==> src/rtl/sync_fifo_queue.sv <==
// sync_fifo_queue: single-clock FIFO with an occupancy count, programmable
// almost-full/almost-empty flags and pass-through push-while-full.
// The head entry falls through to data_out without a read.
// Optional build macro SYNC_FIFO_ERR_FLAGS_EN adds sticky overflow and
// underflow flags, which err_clr clears. Without the macro both flags read 0
// and err_clr has no effect. The port list is the same in both builds.
module sync_fifo_queue #(
    parameter int WIDTH     = 32,
    parameter int DEPTH     = 16,
    parameter int AF_THRESH = DEPTH - 2,
    parameter int AE_THRESH = 2
) (
    input  logic                       clk,
    input  logic                       rst,
    input  logic [WIDTH-1:0]           data_in,
    input  logic                       we,
    input  logic                       re,
    output logic [WIDTH-1:0]           data_out,
    output logic                       full,
    output logic                       empty,
    output logic [$clog2(DEPTH):0]     level,
    output logic                       almost_full,
    output logic                       almost_empty,
    output logic                       overflow,
    output logic                       underflow,
    input  logic                       err_clr
);

    localparam int AW = $clog2(DEPTH);
    localparam logic [AW:0] LVL_FULL = (AW+1)'(DEPTH);
    localparam logic [AW:0] LVL_AF   = (AW+1)'(AF_THRESH);
    localparam logic [AW:0] LVL_AE   = (AW+1)'(AE_THRESH);

    logic [WIDTH-1:0] r_mem [DEPTH];
    logic [AW-1:0]    r_wp;
    logic [AW-1:0]    r_rp;
    logic [AW:0]      r_level;

    logic w_full;
    logic w_empty;
    logic w_rd_ok;
    logic w_wr_ok;

    // Status flags are decoded from the registered level alone.
    // A write into a full FIFO is accepted only together with a read, which frees the slot at wp == rp.
    always_comb begin
        w_full  = (r_level == LVL_FULL);
        w_empty = (r_level == '0);
        w_rd_ok = re & ~w_empty;
        w_wr_ok = we & (~w_full | re);
    end

    // Storage: store on an accepted write; reset clears every entry so data_out reads 0.
    always_ff @(posedge clk) begin
        if (rst) begin
            for (int unsigned i = 0; i < DEPTH; i++) begin
                r_mem[AW'(i)] <= '0;
            end
        end else if (w_wr_ok) begin
            r_mem[r_wp] <= data_in;
        end
    end

    // Pointers and occupancy: both pointers wrap naturally modulo DEPTH.
    always_ff @(posedge clk) begin
        if (rst) begin
            r_wp    <= '0;
            r_rp    <= '0;
            r_level <= '0;
        end else begin
            if (w_wr_ok) begin
                r_wp <= r_wp + AW'(1);
            end
            if (w_rd_ok) begin
                r_rp <= r_rp + AW'(1);
            end
            case ({w_wr_ok, w_rd_ok})
                2'b10:   r_level <= r_level + (AW+1)'(1);
                2'b01:   r_level <= r_level - (AW+1)'(1);
                default: r_level <= r_level;
            endcase
        end
    end

`ifdef SYNC_FIFO_ERR_FLAGS_EN
    logic r_overflow;
    logic r_underflow;

    // Sticky error flags: a new offending request in the same cycle as err_clr keeps the flag set.
    always_ff @(posedge clk) begin
        if (rst) begin
            r_overflow  <= 1'b0;
            r_underflow <= 1'b0;
        end else begin
            if (we & ~w_wr_ok) begin
                r_overflow <= 1'b1;
            end else if (err_clr) begin
                r_overflow <= 1'b0;
            end
            if (re & w_empty) begin
                r_underflow <= 1'b1;
            end else if (err_clr) begin
                r_underflow <= 1'b0;
            end
        end
    end

    assign overflow  = r_overflow;
    assign underflow = r_underflow;
`else
    logic w_unused_err_clr;

    assign w_unused_err_clr = err_clr;
    assign overflow         = 1'b0;
    assign underflow        = 1'b0;
`endif

    assign data_out     = r_mem[r_rp];
    assign full         = w_full;
    assign empty        = w_empty;
    assign level        = r_level;
    assign almost_full  = (r_level >= LVL_AF);
    assign almost_empty = (r_level <= LVL_AE);

endmodule
==> config.mk <==
export PLATFORM = sky130hd
export DESIGN_NAME = sync_fifo_queue
export DESIGN_NICKNAME = d
export VERILOG_FILES = /design/src/rtl/sync_fifo_queue.sv
export SDC_FILE = /design/constraint.sdc
export NUM_CORES = 1
export LEC_CHECK = 0
export ABC_AREA = 1
export ABC_CLOCK_PERIOD_IN_PS = 6000
export CORE_ASPECT_RATIO = 2
export CORE_MARGIN = 5
export CORE_UTILIZATION = 55
export CTS_BUF_LIST = sky130_fd_sc_hd__clkbuf_4 sky130_fd_sc_hd__clkbuf_8
export CTS_CLUSTER_SIZE = 24
export DETAILED_ROUTE_END_ITERATION = 16
export GPL_ROUTABILITY_DRIVEN = 0
export PLACE_DENSITY_LB_ADDON = 0.2
export SETUP_SLACK_MARGIN = 0.3
export SLEW_MARGIN = 20
export SYNTH_ARGS = -nofsm -noshare
export SYNTH_HDL_FRONTEND = slang
export SYNTH_SLANG_ARGS = --single-unit
==> constraint.sdc <==
create_clock -name clk -period 6 [get_ports clk]
set_input_delay 1.5 -clock clk [delete_from_list [all_inputs] [get_ports clk]]
set_output_delay 1.5 -clock clk [all_outputs]
set_load 0.005 [all_outputs]
* Word-level counts from Yosys, hierarchy flattened
Memories as Yosys holds them, arrays and structs flattened. A register that Yosys moved wholly into a read port is not among the register bits.
Cells that the tools add are included.
** Word-level totals
- RAM bits :: 512
- Register bits :: 13
- Memories :: 1
- Input port bits :: 37
- Word-level logic and storage cells :: 32
** Cells by class
- Add/sub/neg operators :: 4
- Order comparisons :: 2
- Equal/unequal tests :: 3
- Reduce and logical (&&, ||, !) cells :: 3
- Bitwise logic cells :: 5
- Multiplexer cells :: 11
** Memories
- r_mem :: words 16, width 32, read ports 1, clocked after memory_dff 1, wr ports 16, RTL line 34 : logic [WIDTH-1:0] r_mem [DEPTH];
** Operators with widths (number)
- $mux 32 :: 1
- $reduce_or 32->1 :: 1
- $mux 4 :: 3
- $pmux 5 s2 :: 1
- $add 4x1->4 const B :: 2
- $mux 1 :: 6
- $add 5x1->5 const B :: 1
- $eq 5x5->1 const B :: 1
- $ge 5x4->1 const B :: 1
- $le 5x2->1 const B :: 1
- $logic_not 5->1 :: 1
- $sub 5x1->5 const B :: 1
- $and 1x1->1 :: 2
- $eq 2x1->1 const B :: 1
- $eq 2x2->1 const B :: 1
- $not 1->1 :: 2
- $reduce_bool 2->1 :: 1
- $or 1x1->1 :: 1

* Depth between registers and ports, before layout
Gate-level depths: netlist of run 1.
- Word-level depth :: 9
- Mapped depth :: 15
- Gate-level depth less buffers :: 15

* Worst setup path after synthesis of run 1
No wires, ideal clock.
- Path kind :: input port to flip-flop
- Start point :: in re
- End point :: mem r_mem[0][0], enable pin
- Cell stages on the path :: 8
- Arrival time :: 2.956 ns
- Data required time :: 5.611 ns
- Slack :: 2.655 ns
- Path buffers :: 2
- Path through :: inv_1 > nand2_2 > nand2_4 > nor2_8 > buf_12 > nand3_4 > buf_6 > nand2_1
** RTL lines
- start, declared :: RTL line 17 : input logic re,
- end, declared :: RTL line 34

==> flow_summary.json, run 1 <==
{
  "run_status": "completed",
  "layout_commonest_cell": "sky130_fd_sc_hd__nor2_1",
  "finalMaxSlewViolations": 0,
  "first_global_vias": 16900,
  "htree_levels": 3,
  "worstSetupEndpointType": "output pin",
  "mostFrequentLayoutCells": "sky130_fd_sc_hd__nor2_1, sky130_fd_sc_hd__edfxtp_1, sky130_fd_sc_hd__inv_1",
  "period_minus_slack_ns": 4.75,
  "synthesis.instances": 2122,
  "ys_ff_latch": 529,
  "clock_path_buffers": 3,
  "ys_seq_area_frac": 0.653,
  "syn_area_per_cell_um2": 11.3,
  "synth.top_cells.by_area": "sky130_fd_sc_hd__edfxtp_1, sky130_fd_sc_hd__nor2_1, sky130_fd_sc_hd__mux2i_1",
  "postRouteWirelength_mm": 64.9,
  "final_net_count": 2192,
  "portBuffers": 76,
  "grt_setup_unrepaired": "no",
  "tritoncts_num_sinks": 529,
  "post_cts.resized_instances": 0,
  "post-route-util": 0.612,
  "synth-async-reset-ratio": 0,
  "via_total_after_detailed_routing": 16400,
  "static-leakage-power_nw": 10.0,
  "fp.coreArea_mm2": 0.0434,
  "grt_start_max_net_pins": 129,
  "global_route_usage_sum": 0.268,
  "drive_above_1_share": 0.0991,
  "cts_setup_buffers": 0,
  "tns_ns": 0,
  "vias_per_cell": 5.97,
  "netlist.area_leader.share": 0.638,
  "drt_first_pass_iters": 8,
  "hold_violations": 0,
  "worst-endpoint-arrival_ns": 3.25,
  "yosys.area.top_type": "sky130_fd_sc_hd__edfxtp_1",
  "gr-total-overflow": 0,
  "final.period_utilization": 0.792,
  "antenna_violations_before_repair": 1,
  "post_synth_edffs": 512,
  "timing.max_slew.rel_slack": 0.212,
  "dominantRegCellSynth": "sky130_fd_sc_hd__edfxtp_1",
  "antenna_violating_nets_post_route": 0,
  "cts_tree": "yes",
  "dp.final_hpwl_mm": 34.4,
  "largest_driver_fanout_on_the_critical_path": 55,
  "initial_core_util": 0.555,
  "timing_worst_slew_pin_value_ns": 1.18,
  "yosys.cell_types.count": 28,
  "max-cap-violations": 0,
  "timing.critical_path.required_ns": 4.50,
  "die_width_um": 158,
  "vdd_drop_max_uv": 294,
  "root_buffer": "sky130_fd_sc_hd__clkbuf_8",
  "initialDrtViolationCount": 1743,
  "grt_first_pass_wirelength_mm": 97.1,
  "worst_clock_skew_ns": 0.0212,
  "synth-warning-count": 0,
  "cellPowerDensity_mw_per_mm2": 355,
  "cts_made_buffers": 73,
  "timing.final.setup_violations": 0,
  "clock_latency_ns": 0.63,
  "worstSetupStartpointType": "flip-flop",
  "timing.hold.worst.class": "reg2reg",
  "timing.fmax_mhz": 210,
  "synth.cell_area_mm2": 0.0241,
  "fp-row-count": 108,
  "cts_hold_buffers": 0,
  "drc": 0,
  "clkSlewWorstSetupHoldPaths_ns": 0.07,
  "ios": 80,
  "drt-wirelength-per-cell_um": 23.6,
  "die_h_um": 306,
  "criticalPathCategory": "reg2out",
  "growth_of_design_area_from_synthesis_to_finish_pct": 10.2,
  "die-area_mm2": 0.0483
}
stage by stage:
| stage | cell area, um^2 | hold slack (ns) | total power (W) | std cells | worst slack [ns] |
|---|---|---|---|---|---|
| 3_3_place_gp | 25100 | 0.456 | 0.00665 | 2622 | 1.57 |
| 2_1_floorplan | 24100 | 0.435 | 0.00587 | 2123 | 2.65 |
| 3_5_place_dp | 25100 | 0.463 | 0.00672 | 2622 | 1.47 |
| 6_report | 26500 | 0.488 | 0.00943 | 2751 | 1.25 |
| 4_1_cts | 26500 | 0.483 | 0.00947 | 2750 | 1.07 |
| 5_1_grt | 26500 | 0.519 | 0.00985 | 2751 | 1.05 |
kinds of logic (layout without fill, tap and decap cells):
group / Yosys count / count (layout) / share of synthesized area
xor+xnor: 6 / 6 / 0.00218
simple gates: 661 / 661 / 0.115
mux: 128 / 128 / 0.0532
other cells: 1 / 3 / 0.000156
buf+inv: 358 / 435 / 0.0701
compound gates: 431 / 431 / 0.103
flops: 529 / 529 / 0.653
fa+ha+maj: 8 / 8 / 0.00416
sequential cells by signal, indices dropped and copies added, names as in the netlist, named ones only:
name   flops
r_rp       4
r_mem    512
level      5
r_wp       4
report_power, final:
group | internal, W | switching, W | leakage [nW]
clock network | 0.00146 | 0.00133 | 0.751
registers | 0.00423 | 0.000178 | 5.44
logic | 0.000909 | 0.00132 | 3.82
cell usage after synthesis (3+ instances only):
master	number
sky130_fd_sc_hd__nor2_1	516
sky130_fd_sc_hd__edfxtp_1	512
sky130_fd_sc_hd__inv_1	182
sky130_fd_sc_hd__o21ai_0	168
sky130_fd_sc_hd__a21oi_1	134
sky130_fd_sc_hd__mux2i_1	128
sky130_fd_sc_hd__o211ai_1	128
sky130_fd_sc_hd__clkbuf_1	86
sky130_fd_sc_hd__nand2_1	62
sky130_fd_sc_hd__nand3_1	46
sky130_fd_sc_hd__buf_2	34
sky130_fd_sc_hd__buf_6	30
sky130_fd_sc_hd__nor2_2	21
sky130_fd_sc_hd__dfxtp_1	17
sky130_fd_sc_hd__buf_4	16
sky130_fd_sc_hd__nand3_4	10
sky130_fd_sc_hd__buf_1	8
sky130_fd_sc_hd__ha_1	8
sky130_fd_sc_hd__xor2_1	5
sky130_fd_sc_hd__nand4_1	3
metal layers:
layer / part of all wire / up-vias / track usage
li1: - / 7401 / -
met1: 0.35 / 7980 / 0.309
met2: 0.53 / 827 / 0.482
met3: 0.076 / 202 / 0.0443
met4: 0.047 / 0 / 0.124
met5: 0 / - / 0
worst max-delay path: stages (launching register included):
cell                              delay [ns]
sky130_fd_sc_hd__dfxtp_4                0.88
sky130_fd_sc_hd__buf_4                  0.60
sky130_fd_sc_hd__a21oi_1                0.09
sky130_fd_sc_hd__o21ai_0                0.12
sky130_fd_sc_hd__o21ai_0                0.14
sky130_fd_sc_hd__o211ai_1               0.22
sky130_fd_sc_hd__nand2_1                0.10
sky130_fd_sc_hd__clkdlybuf4s50_1        0.47
path summary, 6_finish.rpt:
check	cells after the start	endpoint	slack (ns)	from
worst max-delay path	7	data_out[27]	1.25	flip-flop
worst min-delay path	1	flip-flop	0.49	r_rp[2]
worst max register to register	10	r_mem[14][0]	2.91	level[1]
worst min register to register	1	flip-flop	0.49	r_rp[2]
layout make-up:
type | count | area, um^2
diodes | 1 | 2.50
repair buffers | 124 | 1230
clock buffers | 96 | 1220
clock inverters | 32 | 219
fillers | 3451 | 16800
inverters | 183 | 694
well taps | 550 | 688
flip-flops and latches | 529 | 15700
multi-input cells | 1236 | 6760
Note: power is estimated with default switching activity, not from simulation.
==> run 2, diff against run 1 <==
--- a/config.mk
+++ b/config.mk
@@ -6,7 +6,7 @@
 export NUM_CORES = 1
 export LEC_CHECK = 0
 export ABC_AREA = 1
-export ABC_CLOCK_PERIOD_IN_PS = 6000
+export ABC_CLOCK_PERIOD_IN_PS = 4170
 export CORE_ASPECT_RATIO = 2
 export CORE_MARGIN = 5
 export CORE_UTILIZATION = 55
==> constraint.sdc (replaced) <==
create_clock -name clk -period 4.17 [get_ports clk]
set_input_delay 1.0425 -clock clk [delete_from_list [all_inputs] [get_ports clk]]
set_output_delay 1.0425 -clock clk [all_outputs]
set_load 0.005 [all_outputs]
==> flow_summary.json, run 2 (synthesis results as in run 1) <==
{
  "final_cell_area_mm2": 0.0270,
  "fp.coreArea_mm2": 0.0434,
  "drive_above_1_share": 0.113,
  "run_status": "completed",
  "groute.layer.met1.usage": 0.299,
  "root_buffer": "sky130_fd_sc_hd__clkbuf_8",
  "initialDrtViolationCount": 1930,
  "cts_hold_buffers": 0,
  "ios": 80,
  "largest_driver_fanout_on_the_critical_path": 56,
  "cp_num_buf_inv": 3,
  "drt-wirelength-per-cell_um": 24.1,
  "timing.critical_path.required_ns": 3.13,
  "timing.fmax_mhz": 268,
  "max_stage_delay_ns": 0.48,
  "finalMaxSlewViolations": 0,
  "timing_worst_slew_pin_value_ns": 0.727,
  "mostFrequentLayoutCells": "sky130_fd_sc_hd__nor2_1, sky130_fd_sc_hd__edfxtp_1, sky130_fd_sc_hd__inv_1",
  "final_net_count": 2223,
  "worstSetupStartpointType": "flip-flop",
  "timing.max_slew.rel_slack": 0.515,
  "post-route-util": 0.622,
  "antenna_violations_before_repair": 1,
  "max-cap-violations": 0,
  "clock_path_buffers": 3,
  "tns_ns": 0,
  "drc": 0,
  "static-leakage-power_nw": 10.2,
  "cpMaxStageDelayCell": "sky130_fd_sc_hd__clkdlybuf4s50_1",
  "grt_setup_unrepaired": "no",
  "power_w": 0.0137,
  "worst_clock_skew_ns": 0.0244,
  "vdd_drop_max_uv": 414,
  "cellPowerDensity_mw_per_mm2": 507,
  "gr-total-overflow": 0,
  "top_usage_layer": "met2",
  "kind_of_cell_with_the_highest_combined_delay_on_the_critical_path": "buffers and inverters",
  "period_minus_slack_ns": 3.73,
  "die_width_um": 158,
  "cts_made_buffers": 71,
  "cts_tree": "yes",
  "global_route_usage_sum": 0.270,
  "top_register": "r_mem",
  "worst-endpoint-arrival_ns": 2.69,
  "use_met2": 0.490,
  "grt_first_pass_wirelength_mm": 96.9,
  "fillerInstances": 3344,
  "vias_per_cell": 6.01,
  "criticalPathCategory": "reg2out",
  "global_routing_usage_on_met3": 0.0430,
  "timing.hold.worst.class": "reg2reg",
  "htree_levels": 3,
  "initial_core_util": 0.555,
  "hold_violations": 0,
  "post_layout_nonfiller_instances": 2780,
  "fp-row-count": 108,
  "first_global_vias": 16900,
  "drt_first_pass_iters": 6,
  "via_total_after_detailed_routing": 16700,
  "crit_path_cell_trace": "inv_8, buf_12, o21ai_0, o211ai_1, nand2_1, clkdlybuf4s50_1",
  "final.period_utilization": 0.895,
  "portBuffers": 76,
  "antenna_violating_nets_post_route": 0,
  "die-area_mm2": 0.0483,
  "clkSlewWorstSetupHoldPaths_ns": 0.07,
  "timing.final.setup_violations": 0,
  "clock_latency_ns": 0.63,
  "postRouteWirelength_mm": 67.0,
  "die_h_um": 306,
  "post_dp_cell_area_mm2": 0.0254,
  "largest_register_ffs": 512,
  "growth_of_design_area_from_synthesis_to_finish_pct": 12.0,
  "tritoncts_num_sinks": 529,
  "grt_start_max_net_pins": 129,
  "numPlacedInstances": 2645,
  "layout_commonest_cell": "sky130_fd_sc_hd__nor2_1",
  "dp.final_hpwl_mm": 37.0,
  "worstSetupEndpointType": "output pin"
}
==> run 2: routing by layer <==
metal / vias up / wire, um
met1: 8229 / 22600
met4: 0 / 3400
met5: - / 0
li1: 7469 / -
met2: 816 / 36100
met3: 205 / 4880
==> run 2: cell type report <==
type,count,area (um^2),share of cell area
sequential,529,15700,0.583
clock buffer,98,1240,0.0458
clock inverter,26,143,0.00529
multi-input combinational,1236,6760,0.250
antenna,1,2.50,0.0000928
inverter,183,694,0.0257
timing repair buffer,157,1730,0.0641
tap,550,688,0.0255
==> run 2: worst paths after layout <==
| path | start | end | slack, ns | cells after the start |
|---|---|---|---|---|
| max | flip-flop | data_out[19] | 0.44 | 6 |
| min | r_rp[2] | flip-flop | 0.49 | 1 |
| max reg2reg | level[0] | r_mem[13][17] | 1.72 | 9 |
| min reg2reg | r_rp[2] | flip-flop | 0.49 | 1 |
==> run 2: per-stage QoR <==
stage / setup WS (ns) / hold WS [ns]
after floorplan: 1.28 / 0.435
after global placement: 0.767 / 0.451
after detailed placement: 0.731 / 0.464
after CTS: 0.280 / 0.474
after global routing: 0.305 / 0.510
final: 0.436 / 0.486
==> run 2: where the power goes <==
group / leakage, nW / internal (W) / switching [W]
clock: 0.732 / 0.00198 / 0.00189
sequential: 5.44 / 0.00609 / 0.000146
combinational: 4.07 / 0.00149 / 0.00209
total: 10.2 / 0.00956 / 0.00412
==> run 2: what timing repair did <==
action                                  in CTS  in global routing
resized for setup                            3                  4
endpoints found under the setup margin      26                 26
setup buffers                                1                  5
cloned                                       1                  3
